`src/rtl/dmem_pkg.sv`:
```
// Shared constants and encodings for the data-RAM port arbiter.
package dmem_pkg;

  localparam logic [31:0] BASE_ADDR_DEF   = 32'h0000_1000;
  localparam int unsigned DEPTH_WORDS_DEF = 2048;

  typedef enum logic {
    OWN_CORE = 1'b0,
    OWN_HOST = 1'b1
  } owner_e;

  typedef enum logic {
    CORE_PRI    = 1'b0,
    HOST_FORCED = 1'b1
  } state_e;

endpackage

```
`src/rtl/dmem_addr_decode.sv`:
```
// Byte address to RAM word index; flags misaligned or out-of-window accesses.
module dmem_addr_decode
  import dmem_pkg::*;
#(
  parameter logic [31:0] BASE_ADDR   = BASE_ADDR_DEF,
  parameter int unsigned DEPTH_WORDS = DEPTH_WORDS_DEF,
  parameter int unsigned AW          = 11
) (
  input  logic [31:0]   i_addr,
  output logic [AW-1:0] o_idx,
  output logic          o_err
);

  logic [31:0] w_off;
  logic [31:0] w_word;

  // Addresses below the base wrap to a huge offset and land in the range error.
  assign w_off  = i_addr - BASE_ADDR;
  assign w_word = w_off >> 2;
  assign o_idx  = w_word[AW-1:0];
  assign o_err  = (i_addr[1:0] != 2'b00) || (w_word >= DEPTH_WORDS);

endmodule

```
`src/rtl/dmem_port_arbiter.sv`:
```
// Arbitrates the single-port data RAM between the core load/store port and the host port.
module dmem_port_arbiter
  import dmem_pkg::*;
#(
  parameter logic [31:0] BASE_ADDR    = BASE_ADDR_DEF,
  parameter int unsigned DEPTH_WORDS  = DEPTH_WORDS_DEF,
  parameter int unsigned AW           = $clog2(DEPTH_WORDS),
  parameter int unsigned MAX_CORE_RUN = 8
) (
  input  logic          i_clk,
  input  logic          i_rst,
  input  logic          i_core_req,
  input  logic          i_core_we,
  input  logic [31:0]   i_core_addr,
  input  logic [3:0]    i_core_wstrb,
  input  logic [31:0]   i_core_wdata,
  output logic          o_core_gnt,
  output logic          o_core_rvalid,
  output logic [31:0]   o_core_rdata,
  output logic          o_core_err,
  input  logic          i_host_req,
  input  logic          i_host_we,
  input  logic [31:0]   i_host_addr,
  input  logic [3:0]    i_host_wstrb,
  input  logic [31:0]   i_host_wdata,
  output logic          o_host_gnt,
  output logic          o_host_rvalid,
  output logic [31:0]   o_host_rdata,
  output logic          o_host_err,
  output logic          o_ram_en,
  output logic [3:0]    o_ram_we,
  output logic [AW-1:0] o_ram_addr,
  output logic [31:0]   o_ram_wdata,
  input  logic [31:0]   i_ram_rdata
);

  localparam int unsigned RW = $clog2(MAX_CORE_RUN + 1);

  logic [AW-1:0] w_core_idx;
  logic [AW-1:0] w_host_idx;
  logic          w_core_bad;
  logic          w_host_bad;

  dmem_addr_decode #(
    .BASE_ADDR  (BASE_ADDR),
    .DEPTH_WORDS(DEPTH_WORDS),
    .AW         (AW)
  ) u_core_decode (
    .i_addr(i_core_addr),
    .o_idx (w_core_idx),
    .o_err (w_core_bad)
  );

  dmem_addr_decode #(
    .BASE_ADDR  (BASE_ADDR),
    .DEPTH_WORDS(DEPTH_WORDS),
    .AW         (AW)
  ) u_host_decode (
    .i_addr(i_host_addr),
    .o_idx (w_host_idx),
    .o_err (w_host_bad)
  );

  state_e        r_state;
  state_e        w_state_nxt;
  logic [RW-1:0] r_run;
  logic [RW-1:0] w_run_nxt;
  logic          w_any_gnt;
  logic          w_err;
  logic          w_we;
  owner_e        r_owner;
  logic          r_rvalid;
  logic          r_err;
  logic          r_load;

  always_comb begin
    o_core_gnt  = 1'b0;
    o_host_gnt  = 1'b0;
    w_state_nxt = r_state;
    w_run_nxt   = r_run;
    case (r_state)
      HOST_FORCED: begin
        o_host_gnt  = i_host_req;
        o_core_gnt  = i_core_req & ~i_host_req;
        // The forced slot lasts one cycle whether or not the host still wants it.
        w_state_nxt = CORE_PRI;
        w_run_nxt   = '0;
      end
      default: begin
        o_core_gnt = i_core_req;
        o_host_gnt = i_host_req & ~i_core_req;
        if (!i_host_req || o_host_gnt) begin
          w_run_nxt = '0;
        end else if (o_core_gnt) begin
          w_run_nxt = r_run + 1'b1;
          if (r_run == RW'(MAX_CORE_RUN - 1)) begin
            w_state_nxt = HOST_FORCED;
          end
        end
      end
    endcase
  end

  assign w_any_gnt = o_core_gnt | o_host_gnt;

  always_comb begin
    o_ram_addr  = '0;
    o_ram_wdata = '0;
    o_ram_we    = '0;
    w_err       = 1'b0;
    w_we        = 1'b0;
    if (o_host_gnt) begin
      w_err       = w_host_bad;
      w_we        = i_host_we;
      o_ram_addr  = w_host_idx;
      o_ram_wdata = i_host_wdata;
      o_ram_we    = i_host_wstrb & {4{i_host_we}};
    end else if (o_core_gnt) begin
      w_err       = w_core_bad;
      w_we        = i_core_we;
      o_ram_addr  = w_core_idx;
      o_ram_wdata = i_core_wdata;
      o_ram_we    = i_core_wstrb & {4{i_core_we}};
    end
    o_ram_en = w_any_gnt & ~w_err;
    if (w_err) begin
      o_ram_we = '0;
    end
  end

  always_ff @(posedge i_clk or posedge i_rst) begin
    if (i_rst) begin
      r_state  <= CORE_PRI;
      r_run    <= '0;
      r_rvalid <= 1'b0;
      r_owner  <= OWN_CORE;
      r_err    <= 1'b0;
      r_load   <= 1'b0;
    end else begin
      r_state  <= w_state_nxt;
      r_run    <= w_run_nxt;
      r_rvalid <= w_any_gnt;
      r_owner  <= o_host_gnt ? OWN_HOST : OWN_CORE;
      r_err    <= w_err;
      r_load   <= ~w_we;
    end
  end

  // Only error-free loads return RAM data; stores and errors answer with zero.
  assign o_core_rvalid = r_rvalid & (r_owner == OWN_CORE);
  assign o_core_err    = o_core_rvalid & r_err;
  assign o_core_rdata  = (o_core_rvalid & ~r_err & r_load) ? i_ram_rdata : '0;
  assign o_host_rvalid = r_rvalid & (r_owner == OWN_HOST);
  assign o_host_err    = o_host_rvalid & r_err;
  assign o_host_rdata  = (o_host_rvalid & ~r_err & r_load) ? i_ram_rdata : '0;

endmodule
```
`config.mk`:
```
export PLATFORM = sky130hd
export DESIGN_NAME = dmem_port_arbiter
export DESIGN_NICKNAME = d
export VERILOG_FILES = /design/src/rtl/dmem_pkg.sv /design/src/rtl/dmem_addr_decode.sv /design/src/rtl/dmem_port_arbiter.sv
export SDC_FILE = /design/constraint.sdc
export NUM_CORES = 1
export LEC_CHECK = 0
export BUFFER_PORTS_ARGS = -buffer_cell sky130_fd_sc_hd__buf_2
export CORE_AREA = 2 2 113 115
export DETAILED_ROUTE_END_ITERATION = 16
export DIE_AREA = 0 0 115 117
export HOLD_SLACK_MARGIN = 0.08
export PLACE_DENSITY = 0.47
export SETUP_SLACK_MARGIN = 0.05
export SYNTH_ARGS = -nofsm -noshare
export SYNTH_HDL_FRONTEND = slang
export SYNTH_SLANG_ARGS = --single-unit
```
`constraint.sdc`:
```
create_clock -name i_clk -period 4.4 [get_ports i_clk]
set_input_delay 0.88 -clock i_clk [delete_from_list [all_inputs] [get_ports i_clk]]
set_output_delay 0.88 -clock i_clk [all_outputs]
set_load 0.01 [all_outputs]
```
==> impl_metrics.json, run 1 <==
{
  "vias": 3111,
  "worstHoldPathType": "flop to flop",
  "routabilityCongestion": 0.853,
  "fillers": 1360,
  "avgRoutedWirePerCell_um": 14.5,
  "status": "completed",
  "ys_types": 42,
  "synth-async-reset-ratio_pct": 100,
  "place_hpwl_um": 9120,
  "drt_wl_total_um": 10100,
  "hold_buffers": 0,
  "worstSetupPathType": "input port to output port",
  "antenna_left": 0,
  "finalCoreUtilization_pct": 29.1,
  "cts_root_buf": "clkbuf_16",
  "cp.arrival_ns": 3.24,
  "end_kind": "output port",
  "cp-start-kind": "input port",
  "clk_pin_slew_ns": 0.04,
  "maxCapViolCount": 0,
  "clk_latency_ns": 0.23,
  "place_ws_ns": 0.256,
  "die_area_um2": 13500,
  "grtUsageTotal_pct": 13.4,
  "layout-drive-gt1-share_pct": 56.0,
  "synth_edf_count": 0,
  "synth-seq-cells": 9,
  "tightest_slew_ns": 0.763,
  "regArea_um2": 225,
  "period_share_pct": 93.7,
  "layout_commonest_cell": "buf_2",
  "max_freq_ghz": 0.242,
  "synthCells": 263,
  "io_pins": 292,
  "core_um2": 12300,
  "p_leak_nw": 2.08,
  "fin_area_um2": 3590,
  "postCtsSetupRepairBufs": 0,
  "final-max-slew-violation-count": 0,
  "rows": 41,
  "area_growth_pct": 89.8,
  "skew_ns": 0.00125,
  "rrSetupSlack_ns": 2.85,
  "grt_max_degree": 50,
  "drt-initial-drc-count": 121,
  "rsz0062_at_grt": "false",
  "path_max_fanout": 6,
  "yosysWarnings": 0,
  "die_h_um": 117,
  "vias_per_cell": 4.46,
  "htree_levels": 1,
  "setup_viol_count_final": 0,
  "ys_seq_area_share_pct": 11.9,
  "ys.flop_type": "dfrtp_1",
  "placed_area_um2": 3500,
  "overflow": 0,
  "final_cell_mix": "291 x buf_2, 67 x and2_1, 43 x a22o_1",
  "dieWidth_um": 115,
  "synth_fp_nets": 442,
  "start_util_pct": 15.3,
  "p_per_area_nw_per_um2": 144,
  "antenna_found_initial": 3,
  "grt_pass1_wl_um": 14200,
  "fin_ws_ns": 0.276,
  "clock_sinks": 9,
  "numCtsBuffers": 3,
  "grt_pass1_vias": 2734,
  "portBuffers": 291,
  "p_total_uw": 518,
  "ir_drop_mv": 0.0805,
  "syn_avg_cell_area_um2": 7.18,
  "slew_headroom_pct": 49.1,
  "fin_nets": 726,
  "drt-pass1-iter-count": 4,
  "multi_input_area_um2": 1570,
  "drt_drc_violations_left": 0,
  "clockBufferDepth": 2,
  "finalHoldViolCount": 0,
  "cp.required_ns": 3.52,
  "cts_tree": "done",
  "syn_area_um2": 1890,
  "period_minus_slack_ns": 4.12,
  "tns_ns": 0
}
==> logic make-up after synthesis <==
kind of cell | count (synthesis) | share of synthesized area [%]
DFF | 9 | 11.9
AOI/OAI and AO/OA | 68 | 28.6
xor gates and xnor gates | 7 | 3.25
buffers and inverters | 26 | 5.17
muxes | 1 | 0.530
and+or+nand+nor | 147 | 47.2
adders and majority gates | 5 | 3.31
==> synth_stat cells, types with 2 or more instances <==
cell | count | area share, %
inv_1 | 9 | 1.8
nor4_1 | 7 | 2.3
a22o_1 | 43 | 20
nor2_1 | 13 | 2.6
nand2_1 | 8 | 1.6
and3_1 | 6 | 2.0
nor3_1 | 12 | 3.2
dfrtp_1 | 9 | 12
or3_1 | 3 | 0.99
a211oi_1 | 3 | 1.2
nor2b_1 | 2 | 0.66
nand2b_1 | 3 | 0.99
clkbuf_1 | 16 | 3.2
nand3_1 | 4 | 1.1
ha_1 | 5 | 3.3
and2_1 | 67 | 22
or4_4 | 2 | 1.2
xnor2_1 | 3 | 1.4
and3b_1 | 2 | 0.93
nor4b_1 | 4 | 1.9
a21oi_1 | 10 | 2.6
a31oi_1 | 3 | 0.99
nand4_1 | 5 | 1.7
or4_1 | 3 | 1.2
xor2_1 | 4 | 1.9
==> routing by layer <==
layer	vias up	global-route usage (%)	share of wire (%)
li1	1546	-	-
met1	1363	15.2	37
met2	192	26.7	53
met3	6	2.32	9.8
met4	4	1.45	0.17
met5	-	0	0.24
==> registers in the layout, summed over array words and instances (netlist names) <==
name and flops:
r_run 4, r_owner 1, r_state 1, r_err 1
r_load 1, r_rvalid 1
==> where the power goes <==
part / switching (mW) / total, mW / internal, mW / leakage, nW
Clock: 0.0366 / 0.157 / 0.121 / 0.0382
Sequential: 0.00195 / 0.0883 / 0.0863 / 0.114
Combinational: 0.137 / 0.272 / 0.135 / 1.93
==> timing repair <==
| action | in CTS | in global routing |
|---|---|---|
| hold endpoints to repair | 0 | 0 |
| resized for setup | 0 | 1 |
| endpoints found under the setup margin | 0 | 1 |
==> final cells by class <==
| type | instances | area share (%) |
|---|---|---|
| well taps | 150 | 5.23 |
| clock buffers | 4 | 2.20 |
| inverters | 10 | 1.05 |
| repair buffers | 295 | 41.5 |
| flip-flops and latches | 9 | 6.28 |
| diodes | 1 | 0.0698 |
| multi-input cells | 228 | 43.7 |
==> worst paths after layout <==
path	startpoint	endpoint	cells past startpoint
max in group asynchronous	i_rst	r_load	2
worst max register to register	r_state	r_err	5
min in group asynchronous	i_rst	r_run[0]	2
worst min-delay path	r_run[3]	r_state	1
worst max-delay path	i_host_addr[12]	o_ram_we[2]	10
worst min register to register	r_run[3]	r_state	1
==> stage by stage <==
stage	cells	hold slack [ns]
after CTS	696	0.462
after global routing	696	0.495
after floorplan	263	0.428
after detailed placement	692	0.458
final	697	0.460
after global placement	692	0.445
==> worst max-delay path, stage by stage <==
cell and delay, ns:
buf_2 0.13, inv_1 0.05, ha_1 0.27, or4b_2 0.59, nor3_1 0.15, o2111ai_1 0.17, a2111oi_1 0.50, nand3_2 0.19
a21oi_1 0.16, buf_2 0.15
(Power assumes the default switching activity.)
==> run 2: changes to the inputs <==
==> constraint.sdc (replaced) <==
create_clock -name i_clk -period 4.06 [get_ports i_clk]
set_input_delay 0.812 -clock i_clk [delete_from_list [all_inputs] [get_ports i_clk]]
set_output_delay 0.812 -clock i_clk [all_outputs]
set_load 0.01 [all_outputs]
==> run 2 against run 1 <==
- count of clock-buffer cells in the layout did not move
- final area rose by 1.0%
- die area did not move
- wire length rose by 0.56%
- total power rose by 9.2%
- worst setup slack got worse by 0.027 ns
- highest routed layer unchanged
==> impl_metrics.json, run 2 (synthesized netlist as in run 1, its figures left out) <==
{
  "cts_tree": "done",
  "cts_root_buf": "clkbuf_16",
  "die_h_um": 117,
  "min_path_cells": 1,
  "period_minus_slack_ns": 3.81,
  "drt_drc_violations_left": 0,
  "tns_ns": 0,
  "numCtsBuffers": 3,
  "start_util_pct": 15.3,
  "avgRoutedWirePerCell_um": 14.5,
  "r2r_cells": 5,
  "cpMostUsedCell": "buf_2",
  "period_share_pct": 93.9,
  "clk_latency_ns": 0.23,
  "core_um2": 12300,
  "tightest_slew_ns": 0.820,
  "cpLargestDelayFamily": "simple AND/OR/NAND/NOR gates",
  "slew_headroom_pct": 45.3,
  "clk_pin_slew_ns": 0.04,
  "dieWidth_um": 115,
  "min_to": "r_run[0]",
  "layout_commonest_cell": "buf_2",
  "final_cell_mix": "291 x buf_2, 67 x and2_1, 43 x a22o_1",
  "vias_per_cell": 4.47,
  "clock_sinks": 9,
  "drt_wl_total_um": 10200,
  "htree_levels": 1,
  "maxCapViolCount": 0,
  "cp.required_ns": 3.25,
  "p_total_uw": 565,
  "setup_viol_count_final": 0,
  "status": "completed",
  "critical_path.cell_chain": "buf_2, inv_1, ha_1, or4b_2, nor3_1, o2111ai_1, a2111oi_2, nand3_2, a21oi_1, buf_2",
  "grt_max_degree": 45,
  "largest_reg_flops": 4,
  "skew_ns": 0.00185,
  "worst_r2r_endpoint": "r_err",
  "grtUsageTotal_pct": 13.4,
  "portBuffers": 291,
  "hp-start": "r_run[0]",
  "cpPeakStageDelay_ns": 0.58,
  "r2r-start": "r_state",
  "crit_buf_inv": 3,
  "antenna_found_initial": 2,
  "routabilityCongestion": 0.829,
  "cp-start-kind": "input port",
  "postCtsSetupRepairBufs": 0,
  "final-max-slew-violation-count": 0,
  "finalHoldViolCount": 0,
  "overflow": 0,
  "grt_pass1_vias": 2840,
  "end_kind": "output port",
  "largest-register": "r_run",
  "layout-drive-gt1-share_pct": 56.6,
  "rrSetupSlack_ns": 2.63,
  "max_freq_ghz": 0.262,
  "rsz0062_at_grt": "false",
  "io_pins": 292,
  "path_max_fanout": 5,
  "ir_drop_mv": 0.0775,
  "worstHoldPathType": "flop to flop",
  "die_area_um2": 13500,
  "antenna_left": 0,
  "grt_pass1_wl_um": 14200,
  "drt-initial-drc-count": 137,
  "worstSetupPathType": "input port to output port",
  "cp.arrival_ns": 3.00,
  "critPathSlowestCell": "or4b_2",
  "clockBufferDepth": 2,
  "drt-pass1-iter-count": 4,
  "fin_nets": 729,
  "vias": 3136,
  "place_hpwl_um": 9090,
  "p_per_area_nw_per_um2": 156,
  "p_leak_nw": 2.10,
  "rows": 41,
  "area_growth_pct": 91.7
}
## run 2: cell count changes in the layout (fill, tap and decap cells not counted), sizes merged
cell / before / now
diode: 1 / 2
buf: 295 / 298
## run 2: layout make-up
cell class	instances	area [um^2]
fill	1341	8690
multi-input combinational	228	1580
timing repair buffer	298	1510
sequential	9	225
tap	150	188
clock buffer	4	78.8
inverter	10	37.5
antenna	2	5.00
## run 2: worst reg2reg max path: cells and delay by family (launching register included)
| kind | cells | cell delay, ns |
|---|---|---|
| and+or+nand+nor | 2 | 0.44 |
| buffers and inverters | 2 | 0.27 |
| DFF | 1 | 0.38 |
| AOI/OAI and AO/OA | 1 | 0.22 |
## run 2: routing by layer
| layer | GRT usage [%] | vias to the layer above | part of all wire [%] | routed length (um) |
|---|---|---|---|---|
| met4 | 1.45 | 2 | 0.21 | 21 |
| met1 | 14.6 | 1393 | 38 | 3890 |
| met5 | 0 | - | 0.13 | 13 |
| li1 | - | 1555 | - | - |
| met3 | 2.42 | 4 | 8.7 | 888 |
| met2 | 27.4 | 182 | 53 | 5350 |
## run 2: power breakdown
group	switching, mW	leakage, nW	internal (mW)
registers	0.00220	0.114	0.0936
logic	0.150	1.95	0.148
clock network	0.0399	0.0382	0.131
total	0.192	2.10	0.373
## run 2: how the worst max path moves through the flow
stage	slack [ns]	startpoint	cells after the start	endpoint
2_1_floorplan	0.48	i_host_addr[12]	8	o_ram_we[0]
3_3_place_gp	0.15	i_host_addr[13]	10	o_ram_we[0]
3_5_place_dp	0.1	i_host_addr[13]	10	o_ram_we[0]
4_1_cts	0.06	i_host_addr[13]	10	o_ram_we[0]
5_1_grt	0.09	i_host_addr[13]	10	o_ram_we[3]
6_report	0.25	i_host_addr[13]	10	o_ram_we[0]
## run 2: stage by stage
stage                     hold WS, ns  utilization [%]  instance area (um^2)  std cells  setup WS [ns]
final                           0.465             29.4                  3620        701          0.249
after global routing            0.494             29.4                  3620        700         0.0905
after CTS                       0.466             29.3                  3600        699         0.0573
after detailed placement        0.458             28.6                  3530        695         0.0974
after global placement          0.446             28.6                  3530        695          0.150
after floorplan                 0.428                -                  1890        263          0.478
## run 2: timing repair
item | CTS | global route
resized for setup | 0 | 3
hold buffers | 0 | 0
setup endpoints to repair | 0 | 5
